### src/rtl/execute_stage.sv
// Y86-64 execute stage: ALU, ZF/SF/OF condition codes and the M pipeline register.
// Optional macro EXEC_PERF_CNT_EN adds perf_insn / perf_mispred counters.
module execute_stage #(
  parameter int         W     = 64,
  parameter logic [3:0] RNONE = 4'hF
) (
  input  logic         clk,
  input  logic         rst_n,
  input  logic [1:0]   E_stat,
  input  logic [3:0]   E_icode,
  input  logic [3:0]   E_ifun,
  input  logic [W-1:0] E_valA,
  input  logic [W-1:0] E_valB,
  input  logic [W-1:0] E_valC,
  input  logic [3:0]   E_dstE,
  input  logic [3:0]   E_dstM,
  input  logic [1:0]   m_stat,
  input  logic [1:0]   W_stat,
  input  logic         M_bubble,
  output logic [W-1:0] e_valE,
  output logic [3:0]   e_dstE,
  output logic         e_cnd,
  output logic [1:0]   M_stat,
  output logic [3:0]   M_icode,
  output logic [3:0]   M_ifun,
  output logic         M_cnd,
  output logic [W-1:0] M_valE,
  output logic [W-1:0] M_valA,
  output logic [3:0]   M_dstE,
  output logic [3:0]   M_dstM
`ifdef EXEC_PERF_CNT_EN
  ,
  output logic [31:0]  perf_insn,
  output logic [31:0]  perf_mispred
`endif
);

  localparam logic [1:0] STAT_AOK = 2'd0;
  localparam logic [3:0] I_NOP    = 4'h1;
  localparam logic [3:0] I_RRMOV  = 4'h2;
  localparam logic [3:0] I_IRMOV  = 4'h3;
  localparam logic [3:0] I_RMMOV  = 4'h4;
  localparam logic [3:0] I_MRMOV  = 4'h5;
  localparam logic [3:0] I_OPQ    = 4'h6;
  localparam logic [3:0] I_JXX    = 4'h7;
  localparam logic [3:0] I_CALL   = 4'h8;
  localparam logic [3:0] I_RET    = 4'h9;
  localparam logic [3:0] I_PUSH   = 4'hA;
  localparam logic [3:0] I_POP    = 4'hB;
  localparam logic [3:0] A_ADD    = 4'h0;
  localparam logic [3:0] A_SUB    = 4'h1;
  localparam logic [3:0] A_AND    = 4'h2;
  localparam logic [3:0] A_XOR    = 4'h3;

  localparam logic [W-1:0] POS_EIGHT = {{(W-4){1'b0}}, 4'h8};
  localparam logic [W-1:0] NEG_EIGHT = ~POS_EIGHT + {{(W-1){1'b0}}, 1'b1};

  logic [W-1:0] alu_a_s;
  logic [W-1:0] alu_b_s;
  logic [3:0]   alu_fun_s;
  logic [W-1:0] alu_out_s;
  logic         of_new_s;
  logic         zf_new_s;
  logic         sf_new_s;
  logic         set_cc_s;
  logic         cnd_raw_s;
  logic         zf_r;
  logic         sf_r;
  logic         of_r;

  // ALU operand A selection
  always_comb begin
    alu_a_s = '0;
    case (E_icode)
      I_RRMOV, I_OPQ:            alu_a_s = E_valA;
      I_IRMOV, I_RMMOV, I_MRMOV: alu_a_s = E_valC;
      I_CALL, I_PUSH:            alu_a_s = NEG_EIGHT;
      I_RET, I_POP:              alu_a_s = POS_EIGHT;
      default:                   alu_a_s = '0;
    endcase
  end

  // ALU operand B selection
  always_comb begin
    alu_b_s = '0;
    case (E_icode)
      I_RMMOV, I_MRMOV, I_OPQ, I_CALL, I_RET, I_PUSH, I_POP: alu_b_s = E_valB;
      default:                                               alu_b_s = '0;
    endcase
  end

  assign alu_fun_s = (E_icode == I_OPQ) ? E_ifun : A_ADD;

  // ALU result and overflow flag
  always_comb begin
    alu_out_s = '0;
    of_new_s  = 1'b0;
    case (alu_fun_s)
      A_ADD: begin
        alu_out_s = alu_b_s + alu_a_s;
        of_new_s  = (alu_a_s[W-1] == alu_b_s[W-1]) && (alu_out_s[W-1] != alu_a_s[W-1]);
      end
      A_SUB: begin
        alu_out_s = alu_b_s - alu_a_s;
        of_new_s  = (alu_a_s[W-1] != alu_b_s[W-1]) && (alu_out_s[W-1] != alu_b_s[W-1]);
      end
      A_AND:   alu_out_s = alu_b_s & alu_a_s;
      A_XOR:   alu_out_s = alu_b_s ^ alu_a_s;
      default: alu_out_s = '0;
    endcase
  end

  assign zf_new_s = (alu_out_s == '0);
  assign sf_new_s = alu_out_s[W-1];
  assign e_valE   = alu_out_s;

  // CC writes are suppressed once an older stage has faulted, so an exception leaves state intact
  assign set_cc_s = (E_icode == I_OPQ) && (E_stat == STAT_AOK) &&
                    (m_stat == STAT_AOK) && (W_stat == STAT_AOK);

  // Condition evaluation against the current CC, gated to cmov/jXX
  always_comb begin
    cnd_raw_s = 1'b0;
    e_cnd     = 1'b0;
    case (E_ifun)
      4'h0:    cnd_raw_s = 1'b1;
      4'h1:    cnd_raw_s = (sf_r ^ of_r) | zf_r;
      4'h2:    cnd_raw_s = sf_r ^ of_r;
      4'h3:    cnd_raw_s = zf_r;
      4'h4:    cnd_raw_s = ~zf_r;
      4'h5:    cnd_raw_s = ~(sf_r ^ of_r);
      4'h6:    cnd_raw_s = ~(sf_r ^ of_r) & ~zf_r;
      default: cnd_raw_s = 1'b0;
    endcase
    if ((E_icode == I_RRMOV) || (E_icode == I_JXX)) begin
      e_cnd = cnd_raw_s;
    end else begin
      e_cnd = 1'b0;
    end
  end

  // Untaken cmov cancels its register write
  always_comb begin
    e_dstE = E_dstE;
    if ((E_icode == I_RRMOV) && !e_cnd) begin
      e_dstE = RNONE;
    end else begin
      e_dstE = E_dstE;
    end
  end

  // Condition-code register
  always_ff @(posedge clk or negedge rst_n) begin
    if (!rst_n) begin
      zf_r <= 1'b1;
      sf_r <= 1'b0;
      of_r <= 1'b0;
    end else if (set_cc_s && !M_bubble) begin
      zf_r <= zf_new_s;
      sf_r <= sf_new_s;
      of_r <= of_new_s;
    end
  end

  // M pipeline register; reset and bubble both load a nop
  always_ff @(posedge clk or negedge rst_n) begin
    if (!rst_n) begin
      M_stat  <= STAT_AOK;
      M_icode <= I_NOP;
      M_ifun  <= 4'h0;
      M_cnd   <= 1'b0;
      M_valE  <= '0;
      M_valA  <= '0;
      M_dstE  <= RNONE;
      M_dstM  <= RNONE;
    end else if (M_bubble) begin
      M_stat  <= STAT_AOK;
      M_icode <= I_NOP;
      M_ifun  <= 4'h0;
      M_cnd   <= 1'b0;
      M_valE  <= '0;
      M_valA  <= '0;
      M_dstE  <= RNONE;
      M_dstM  <= RNONE;
    end else begin
      M_stat  <= E_stat;
      M_icode <= E_icode;
      M_ifun  <= E_ifun;
      M_cnd   <= e_cnd;
      M_valE  <= e_valE;
      M_valA  <= E_valA;
      M_dstE  <= e_dstE;
      M_dstM  <= E_dstM;
    end
  end

`ifdef EXEC_PERF_CNT_EN
  // Instruction and not-taken-jump counters, wrapping at 2^32
  always_ff @(posedge clk or negedge rst_n) begin
    if (!rst_n) begin
      perf_insn    <= 32'd0;
      perf_mispred <= 32'd0;
    end else if (!M_bubble) begin
      if (E_icode != I_NOP) begin
        perf_insn <= perf_insn + 32'd1;
      end
      if ((E_icode == I_JXX) && !e_cnd) begin
        perf_mispred <= perf_mispred + 32'd1;
      end
    end
  end
`endif

endmodule
### config.mk
export PLATFORM = sky130hd
export DESIGN_NAME = execute_stage
export DESIGN_NICKNAME = d
export VERILOG_FILES = /design/src/rtl/execute_stage.sv
export SDC_FILE = /design/constraint.sdc
export NUM_CORES = 1
export LEC_CHECK = 0
export CORE_ASPECT_RATIO = 1.75
export CORE_UTILIZATION = 46
export DETAILED_ROUTE_END_ITERATION = 12
export GPL_TIMING_DRIVEN = 0
export PLACE_DENSITY = 0.89
export SLEW_MARGIN = 20
export SYNTH_ARGS = -nofsm -noshare
export SYNTH_HDL_FRONTEND = slang
export SYNTH_SLANG_ARGS = --single-unit
### constraint.sdc
create_clock -name clk -period 7.8 [get_ports clk]
set_clock_uncertainty 0.15 [all_clocks]
set_input_delay 1.56 -clock clk [delete_from_list [all_inputs] [get_ports clk]]
set_output_delay 1.56 -clock clk [all_outputs]
set_load 0.005 [all_outputs]
==> report_table.html, run 1 <==
<table>
<tr><th>Metric</th><th>Value</th></tr>
<tr><th colspan="2">Floorplanning</th></tr>
<tr><td>Die span in y</td><td>255.6 um</td></tr>
<tr><td>Horiz. Die Dim</td><td>between 100 and 150 um</td></tr>
<tr><td>Count of pins on the block boundary</td><td>433</td></tr>
<tr><td>Starting Density</td><td>46.76%</td></tr>
<tr><td>Row cnt</td><td>between 90 and 100</td></tr>
<tr><th colspan="2">Clock network</th></tr>
<tr><td>Root Driver</td><td>sky130_fd_sc_hd__clkbuf_16</td></tr>
<tr><td>Hold Buf Count CTS</td><td>0</td></tr>
<tr><td>CTS buffer count</td><td>17</td></tr>
<tr><td>Number of levels in the clock H-tree</td><td>4</td></tr>
<tr><td>Maximum buffer depth of the clock tree</td><td>2</td></tr>
<tr><td>TritonCTS Sinks</td><td>150</td></tr>
<tr><th colspan="2">Global routing</th></tr>
<tr><td>Global-route wire length before repair</td><td>218,400 um</td></tr>
<tr><td>Total track usage</td><td>76.66%</td></tr>
<tr><td>Maximum number of pins on one net before global-route repair</td><td>96</td></tr>
<tr><td>Number of global-route vias before repair</td><td>28,110</td></tr>
<tr><td>Total grt overflow</td><td>483</td></tr>
<tr><th colspan="2">Outcome</th></tr>
<tr><td>Run-stopping error</td><td>[ERROR GRT-0116] Global routing finished with congestion. Check the congestion regions in the DRC Viewer.</td></tr>
<tr><td>Run status</td><td>aborted with a tool error</td></tr>
<tr><td>Stopped at</td><td>global routing</td></tr>
<tr><th colspan="2">Synthesis</th></tr>
<tr><td>Register bit count reported by yosys</td><td>150</td></tr>
<tr><td>Sequential cell area fraction in the yosys report</td><td>between 20% and 30%</td></tr>
<tr><td>Top flip-flop cell by instance count after synthesis</td><td>sky130_fd_sc_hd__dfrtp_1</td></tr>
<tr><td>Distinct cells, synth</td><td>90</td></tr>
<tr><td>Post-synthesis instance total</td><td>2,288</td></tr>
<tr><td>Mean post-synth cell area</td><td>7.387 sq um</td></tr>
<tr><td>Warnings from Yosys</td><td>0</td></tr>
<tr><td>Number of flops mapped to enable cells by yosys</td><td>0</td></tr>
<tr><td>Async SR Flop Fraction</td><td>100.0%</td></tr>
<tr><td>Post-synth design cell area</td><td>0.01690 sq mm</td></tr>
<tr><td>Net count after synthesis</td><td>2,643</td></tr>
<tr><th colspan="2">Placed design</th></tr>
<tr><td>Count of input and output buffers</td><td>about 430</td></tr>
<tr><td>HPWL Detailed</td><td>86,150 um</td></tr>
<tr><td>Post-placement cell area</td><td>~0.022 sq mm</td></tr>
<tr><td>Final RePlAce weighted congestion</td><td>1.183</td></tr>
</table>
==> through the flow <==
stage	setup TNS, ns	hold WS [ns]	worst slack [ns]	instances
after floorplan	0	0.3248	0.2472	2288
after global placement	-265.36	0.3437	-3.073	3186
after detailed placement	-121.79	0.3601	-3.148	3193
after CTS	-0.07743	0.3760	-0.04292	3296
==> synth_stat cells (all sizes together) (20+ instances only) <==
library cell	n	area share (%)
nand4	33	1.2
o31ai	41	1.9
a21o	25	1.1
xnor2	27	1.4
a21oi	201	6.0
or2	22	0.81
ha	136	10
nand2	198	4.4
nor2	173	3.8
clkbuf	107	2.4
nor3	64	1.9
nor2b	195	7.2
o21bai	20	0.89
nand3	73	2.2
o21ai	129	3.8
a211oi	28	1.3
a221oi	71	3.7
buf	31	0.87
dfrtp	140	21
nor4	39	1.5
o211ai	32	1.4
inv	164	3.6
==> per-layer routing <==
layer,overflow,global-route usage [%]
met1,2,74.73
met5,9,18.03
met2,306,98.46
met4,156,77.41
met3,10,57.70
==> kinds of logic after synthesis <==
family,count (synthesis),synth area share (%)
simple gates,890,26.96
compound gates,757,30.72
buf+inv,303,6.907
flops,150,22.28
fa+ha+maj,138,10.31
xor+xnor,30,1.555
mux,20,1.266
==> timing repair <==
item                       in CTS
gates cloned                    4
resized for setup             483
pin swaps                      74
hold endpoints to repair        0
setup buffers                  76
setup endpoints to repair      75
==> inputs of run 2 (changes only) <==
- CORE_ASPECT_RATIO: 1.75 -> not set
- CORE_UTILIZATION: 46 -> 35
- PLACE_DENSITY: 0.89 -> not set
- PLACE_DENSITY_LB_ADDON: not set -> 0.15
- clock period: 7.8 -> 10.1 ns (I/O delays scaled with it)
==> run 2 against run 1 <==
- the flow now finishes, with violations (negative setup slack)
- synthesized area stayed put
- synthesized cell count did not move
==> report_table.html, run 2 <==
<table>
<tr><th>Metric</th><th>Value</th></tr>
<tr><th colspan="2">Pwr</th></tr>
<tr><td>Design Power</td><td>0.002921 W</td></tr>
<tr><td>Peak supply drop</td><td>80.99 uV</td></tr>
<tr><td>Leakage component of the power</td><td>10.07 nW</td></tr>
<tr><td>Power Density</td><td>124.1 mW/mm^2</td></tr>
<tr><th colspan="2">Floorplanning</th></tr>
<tr><td>Core outline area</td><td>between 0.04 and 0.05 sq mm</td></tr>
<tr><td>Die area</td><td>0.04917 sq mm</td></tr>
<tr><td>Starting Density</td><td>35.47%</td></tr>
<tr><td>Horiz. Die Dim</td><td>221.7 um</td></tr>
<tr><td>Row cnt</td><td>80</td></tr>
<tr><td>Die span in y</td><td>approximately 220 um</td></tr>
<tr><td>Count of pins on the block boundary</td><td>433</td></tr>
<tr><th colspan="2">Placed design</th></tr>
<tr><td>Cell Count Post-Placement</td><td>3,334</td></tr>
<tr><td>Pre-CTS worst setup slack</td><td>-2.110 ns</td></tr>
<tr><td>HPWL Detailed</td><td>between 80,000 and 90,000 um</td></tr>
<tr><td>Final RePlAce weighted congestion</td><td>about 1.0</td></tr>
<tr><td>Count of input and output buffers</td><td>around 430</td></tr>
<tr><th colspan="2">Synthesis</th></tr>
<tr><td>Area fraction in compound gates after synthesis</td><td>30.72%</td></tr>
<tr><td>Warnings from Yosys</td><td>0</td></tr>
<tr><td>Synthesized-area fraction occupied by adder cells</td><td>10.31%</td></tr>
<tr><td>XOR/XNOR share of the synthesized area</td><td>between 1.5 and 2%</td></tr>
<tr><td>Post-synthesis instance total</td><td>around 2,300</td></tr>
<tr><td>Post-synth top area share</td><td>20.73%</td></tr>
<tr><td>Top flip-flop cell by instance count after synthesis</td><td>sky130_fd_sc_hd__dfrtp_1</td></tr>
<tr><td>Net count after synthesis</td><td>2,643</td></tr>
<tr><td>Cell taking the most area after synthesis</td><td>sky130_fd_sc_hd__dfrtp_1</td></tr>
<tr><td>Post-Synth Simple-Gate Area</td><td>26.96%</td></tr>
<tr><td>Register bit count reported by yosys</td><td>150</td></tr>
<tr><td>Mean post-synth cell area</td><td>7.387 sq um</td></tr>
<tr><td>Cell with the most instances after synthesis</td><td>sky130_fd_sc_hd__a21oi_1</td></tr>
<tr><td>Post-synth design cell area</td><td>0.01690 sq mm</td></tr>
<tr><td>Ranking of synthesized cells by instance count</td><td>sky130_fd_sc_hd__a21oi_1 (199), sky130_fd_sc_hd__nand2_1 (198), sky130_fd_sc_hd__nor2b_1 (195), sky130_fd_sc_hd__nor2_1 (173), sky130_fd_sc_hd__inv_1 (164)</td></tr>
<tr><td>Sequential cell area fraction in the yosys report</td><td>22.28%</td></tr>
<tr><td>Combinational family with the most area after synthesis</td><td>compound AO/OA/AOI/OAI gates</td></tr>
<tr><td>Async SR Flop Fraction</td><td>100.0%</td></tr>
<tr><td>Distinct cells, synth</td><td>90</td></tr>
<tr><td>Largest cells by area after synthesis</td><td>sky130_fd_sc_hd__dfrtp_1 (21%), sky130_fd_sc_hd__ha_1 (10%), sky130_fd_sc_hd__nor2b_1 (7.2%)</td></tr>
<tr><td>Multiplexer share of the synthesized area</td><td>1.266%</td></tr>
<tr><td>Number of flops mapped to enable cells by yosys</td><td>0</td></tr>
<tr><th colspan="2">Global routing</th></tr>
<tr><td>Number of global-route vias before repair</td><td>20,170</td></tr>
<tr><td>Met1 Use GR</td><td>55.21%</td></tr>
<tr><td>Global-route wire length before repair</td><td>145,500 um</td></tr>
<tr><td>Antenna violations before repair</td><td>7</td></tr>
<tr><td>Total track usage</td><td>between 40% and 50%</td></tr>
<tr><td>Maximum number of pins on one net before global-route repair</td><td>96</td></tr>
<tr><td>Met3 track demand over resource in global routing</td><td>about a tenth</td></tr>
<tr><td>Most congested layer reported by global routing</td><td>met2</td></tr>
<tr><td>Global Route met2 Usage</td><td>61.98%</td></tr>
<tr><td>Total grt overflow</td><td>0</td></tr>
<tr><th colspan="2">Critical path</th></tr>
<tr><td>Ordered list of cells on the worst path</td><td>clkdlybuf4s50_1, nor4bb_1, and2_2, buf_1, clkbuf_2, clkbuf_1, clkbuf_1, a221oi_1, o211ai_1, clkdlybuf4s50_1</td></tr>
<tr><td>Kind of capture point of the worst setup path</td><td>primary output</td></tr>
<tr><td>Worst path slowest cell</td><td>sky130_fd_sc_hd__buf_1</td></tr>
<tr><td>CP Launch Type</td><td>primary input</td></tr>
<tr><td>Delay of the slowest cell on the worst path</td><td>approximately 0.80 ns</td></tr>
<tr><td>Critical path peak fanout</td><td>10</td></tr>
<tr><td>Setup CP Type</td><td>primary input to primary output</td></tr>
<tr><td>Required arrival time at the worst endpoint</td><td>7.93 ns</td></tr>
<tr><td>Critical Path AT</td><td>8.03 ns</td></tr>
<tr><th colspan="2">STA</th></tr>
<tr><td>Final critical-path required period</td><td>10.20 ns</td></tr>
<tr><td>Count of endpoints failing setup in the final report</td><td>4</td></tr>
<tr><td>Final Max Tran Viols</td><td>0</td></tr>
<tr><td>Worst rel slew slack</td><td>15.12%</td></tr>
<tr><td>Fin worst setup slack</td><td>-0.09794 ns</td></tr>
<tr><td>Final worst path period share</td><td>101.0%</td></tr>
<tr><td>Setup repair after global routing missed its margin</td><td>yes</td></tr>
<tr><td>Final hold violations</td><td>0</td></tr>
<tr><td>Worst hold-check slack</td><td>0.3722 ns</td></tr>
<tr><td>Fmax</td><td>0.09806 GHz</td></tr>
<tr><td>Worst-Margin Slew</td><td>1.273 ns</td></tr>
<tr><th colspan="2">Final layout</th></tr>
<tr><td>Number of nets in the final layout</td><td>around 3,100</td></tr>
<tr><td>Most common library cell in the layout ignoring fill and taps</td><td>sky130_fd_sc_hd__clkdlybuf4s50_1</td></tr>
<tr><td>Commonest cells after routing, fill and taps aside</td><td>sky130_fd_sc_hd__clkdlybuf4s50_1 (427), sky130_fd_sc_hd__nand2_1 (197), sky130_fd_sc_hd__nor2b_1 (195), sky130_fd_sc_hd__a21oi_1 (194), sky130_fd_sc_hd__nor2_1 (167)</td></tr>
<tr><td>Fraction of layout instances using a drive strength above 1</td><td>9.431%</td></tr>
<tr><td>Post-Layout Cell Count</td><td>3,373</td></tr>
<tr><td>Synthesis-to-layout area growth</td><td>39.22%</td></tr>
<tr><td>Registers with the most flip-flops</td><td>M_valA x64, M_valE x64</td></tr>
<tr><td>Filler instances</td><td>4,795</td></tr>
<tr><td>Post-layout util</td><td>49.39%</td></tr>
<tr><th colspan="2">Route</th></tr>
<tr><td>Antenna-violating nets left</td><td>0</td></tr>
<tr><td>Routed wirelength normalized by instance count</td><td>30.77 um</td></tr>
<tr><td>Routed vias/inst</td><td>around 6.4</td></tr>
<tr><td>Overall routed net length</td><td>between 100,000 and 150,000 um</td></tr>
<tr><td>DRC violations left</td><td>0</td></tr>
<tr><td>Via count</td><td>21,580</td></tr>
<tr><td>TritonRoute pass-1 iters</td><td>6</td></tr>
<tr><td>Initial DRC count</td><td>roughly 2,900</td></tr>
<tr><th colspan="2">Clock network</th></tr>
<tr><td>CTS buffer count</td><td>17</td></tr>
<tr><td>TritonCTS Sinks</td><td>150</td></tr>
<tr><td>Clock-pin slew on the worst setup and hold paths</td><td>0.07 ns</td></tr>
<tr><td>Hold Buf Count CTS</td><td>0</td></tr>
<tr><td>TritonCTS clock tree</td><td>built</td></tr>
<tr><td>Root Driver</td><td>sky130_fd_sc_hd__clkbuf_16</td></tr>
<tr><td>Maximum buffer depth of the clock tree</td><td>2</td></tr>
<tr><td>Number of levels in the clock H-tree</td><td>4</td></tr>
<tr><td>Clock network latency to the later pin of the worst-skew pair</td><td>0.50 ns</td></tr>
<tr><th colspan="2">Outcome</th></tr>
<tr><td>Run status</td><td>finished with violations</td></tr>
<tr><td>Violated checks</td><td>negative setup slack</td></tr>
<tr><th colspan="2">Worst hold path</th></tr>
<tr><td>Worst min-delay path category</td><td>register to register</td></tr>
<tr><th colspan="2">Job</th></tr>
<tr><td>Max-Cap Viols</td><td>0</td></tr>
</table>
run 2: layout make-up:
class	instances	area (sq um)	area share [%]
clock inverter	15	186.4	0.7923
multi-input combinational	1835	12660	53.79
buffer	129	636.9	2.707
tap	615	769.5	3.270
clock buffer	17	425.4	1.808
antenna	1	2.502	0.01063
inverter	165	619.3	2.632
sequential	150	3766	16.01
timing repair buffer	446	4467	18.98
run 2: through the flow:
stage | setup TNS, ns | area [sq um]
after global routing | -0.5620 | 23530
after CTS | -0.02521 | 23170
after global placement | -100.58 | 21950
final | -0.1778 | 23530
after floorplan | 0 | 16900
after detailed placement | -53.43 | 22020
run 2: path summary, 6_finish.rpt:
check	from	end	slack (ns)	cells past startpoint
worst max-delay path	E_icode[1]	e_valE[60]	-0.1	10
min in group asynchronous	rst_n	M_valE[49]	1.28	1
worst min-delay path	zf_r	zf_r	0.37	2
worst min register to register	zf_r	zf_r	0.37	2
max in group asynchronous	rst_n	M_valA[22]	7.63	2
worst max register to register	zf_r	M_dstE[2]	7.39	7
run 2: kinds of logic (layout without fill, tap and decap cells):
kind of cell / count (synthesis) / after routing
and+or+nand+nor: 890 / 890
AOI/OAI and AO/OA: 757 / 757
buffers and inverters: 303 / 772
DFF: 150 / 150
adders and majority gates: 138 / 138
xor gates and xnor gates: 30 / 30
muxes: 20 / 20
other: 0 / 1
run 2: report_power, final:
part	switching, W	total [W]	internal [W]
clock network	0.000344	0.000719	0.000375
registers	0.0000136	0.000661	0.000648
logic	0.000948	0.00154	0.000592
run 2: critical path: cells and delay by family:
kind / cells / cell delay, ns
AOI/OAI and AO/OA: 2 / 0.53
buffers and inverters: 6 / 4.06
and+or+nand+nor: 2 / 1.39
run 2: metal layers:
metal,wire [um],up-vias
li1,-,9293
met1,43160,10540
met2,44350,1468
met3,10980,261
met4,5200,12
met5,80,-
run 2: repair_timing:
action	4_1_cts	5_1_grt
endpoints found under the setup margin	51	28
pin swaps	4	9
buffers inserted	7	8
gates resized for setup	121	69
Power figures use the tool's default switching activity.
==> patch, RTL diff (config.mk and constraints of run 2) <==
Build with the macro `EXEC_PERF_CNT_EN` defined.
--- a/src/rtl/execute_stage.sv
+++ b/src/rtl/execute_stage.sv
@@ -1,5 +1,7 @@
 // Y86-64 execute stage: ALU, ZF/SF/OF condition codes and the M pipeline register.
 // Optional macro EXEC_PERF_CNT_EN adds perf_insn / perf_mispred counters.
+`define EXEC_PERF_CNT_EN
+
 module execute_stage #(
   parameter int         W     = 64,
   parameter logic [3:0] RNONE = 4'hF
Function (old outputs only; new: perf_insn and perf_mispred): kept (equiv_simple and equiv_induct, registers matched by name and starting in step).
==> patch against run 2 <==
- the run now ends clean
- area after synthesis rose by 18%
- final area rose by 16%
- die area rose by 18%
- power rose by 22%
- worst setup slack improved by 0.099 ns
- wire length rose by 13%
- sequential power rose by 46%
- sequential cell count rose by 64
==> patch: results (changes against run 2) <==
metric	value	unit	change
status	completed		
design area	0.0274	mm2	+16%
DRT iter0 DRCs	2753		-4.0%
largest net degree at the start of global routing	86		-10%
post-synthesis sequential area ratio	26.9	%	+4.6 points
vias in the first global route	23200		+15%
xor-xnor portion of the synthesized cell area	3.64	%	+2.1 points
placed cells	3817		+14%
WL met1	46.2	mm	+7.1%
post-cts sizing count	94		-22%
post-DP HPWL	94.4	mm	+15%
hold-critical path endpoint	perf_mispred[31]		
aggregate global-route resource usage	39.3	%	-1.9 points
met3 wire len	12.1	mm	+10%
Post-CTS Setup Inserts	4		-3
min-delay src	perf_mispred[31]		
Leakage Power	11.6	nW	+16%
Post-DP Area	0.0259	mm2	+18%
met2 Usage GRT	62.0	%	about the same
gpl congestion	1.03		-1.1%
Total Wirelength	117	mm	+13%
Worst-Margin Slew	1.26	ns	-0.0154 ns
Fillers	5621		+17%
Comb power frac	45.1	%	-7.6 points
first-pass GRT wire length	164	mm	+13%
DP Worst Slack	-1.98	ns	+0.133 ns
clk_lat worst skew	0.59	ns	+0.09 ns
WL met2	51.6	mm	+16%
Setup crit end	e_valE[34]		
adder-cell share of the synthesized area	8.48	%	-1.8 points
TritonCTS Buffers	26		+9
Vias	24000		+11%
Seq. pwr	0.962	mW	+46%
antenna violations before repair	11		+4
critical path arrival	7.93	ns	-0.10 ns
combinational power	1.60	mW	+4%
Reg-to-Reg End	perf_mispred[28]		
internal power	2.13	mW	+32%
[patch: cell count changes after synthesis, sizes merged, moves of 16 or more]
cell | before | now
o21ai | 129 | 109
dfrtp | 140 | 204
a31oi | 19 | 35
nor2 | 173 | 219
a21oi | 201 | 223
xor2 | 3 | 20
xnor2 | 27 | 63
o31ai | 41 | 59
[patch: final cells by class]
class,instances,area share [%]
repair buffers,504,18.5
clock inverters,14,0.517
well taps,756,3.46
plain buffers,149,2.73
clock buffers,34,2.75
multi-input cells,2030,50.1
inverters,170,2.33
flip-flops and latches,214,19.6
diodes,4,0.0366
[patch: worst max-delay path, cell delays in order]
cell	delay [ns]
clkdlybuf4s50_1	0.66
or2_1	0.15
clkbuf_1	0.23
nor3_1	0.18
nand2_1	0.59
clkbuf_1	0.72
clkbuf_1	0.80
buf_1	0.88
o21ai_0	0.21
a211oi_1	0.85
inv_1	0.10
clkdlybuf4s50_1	0.51
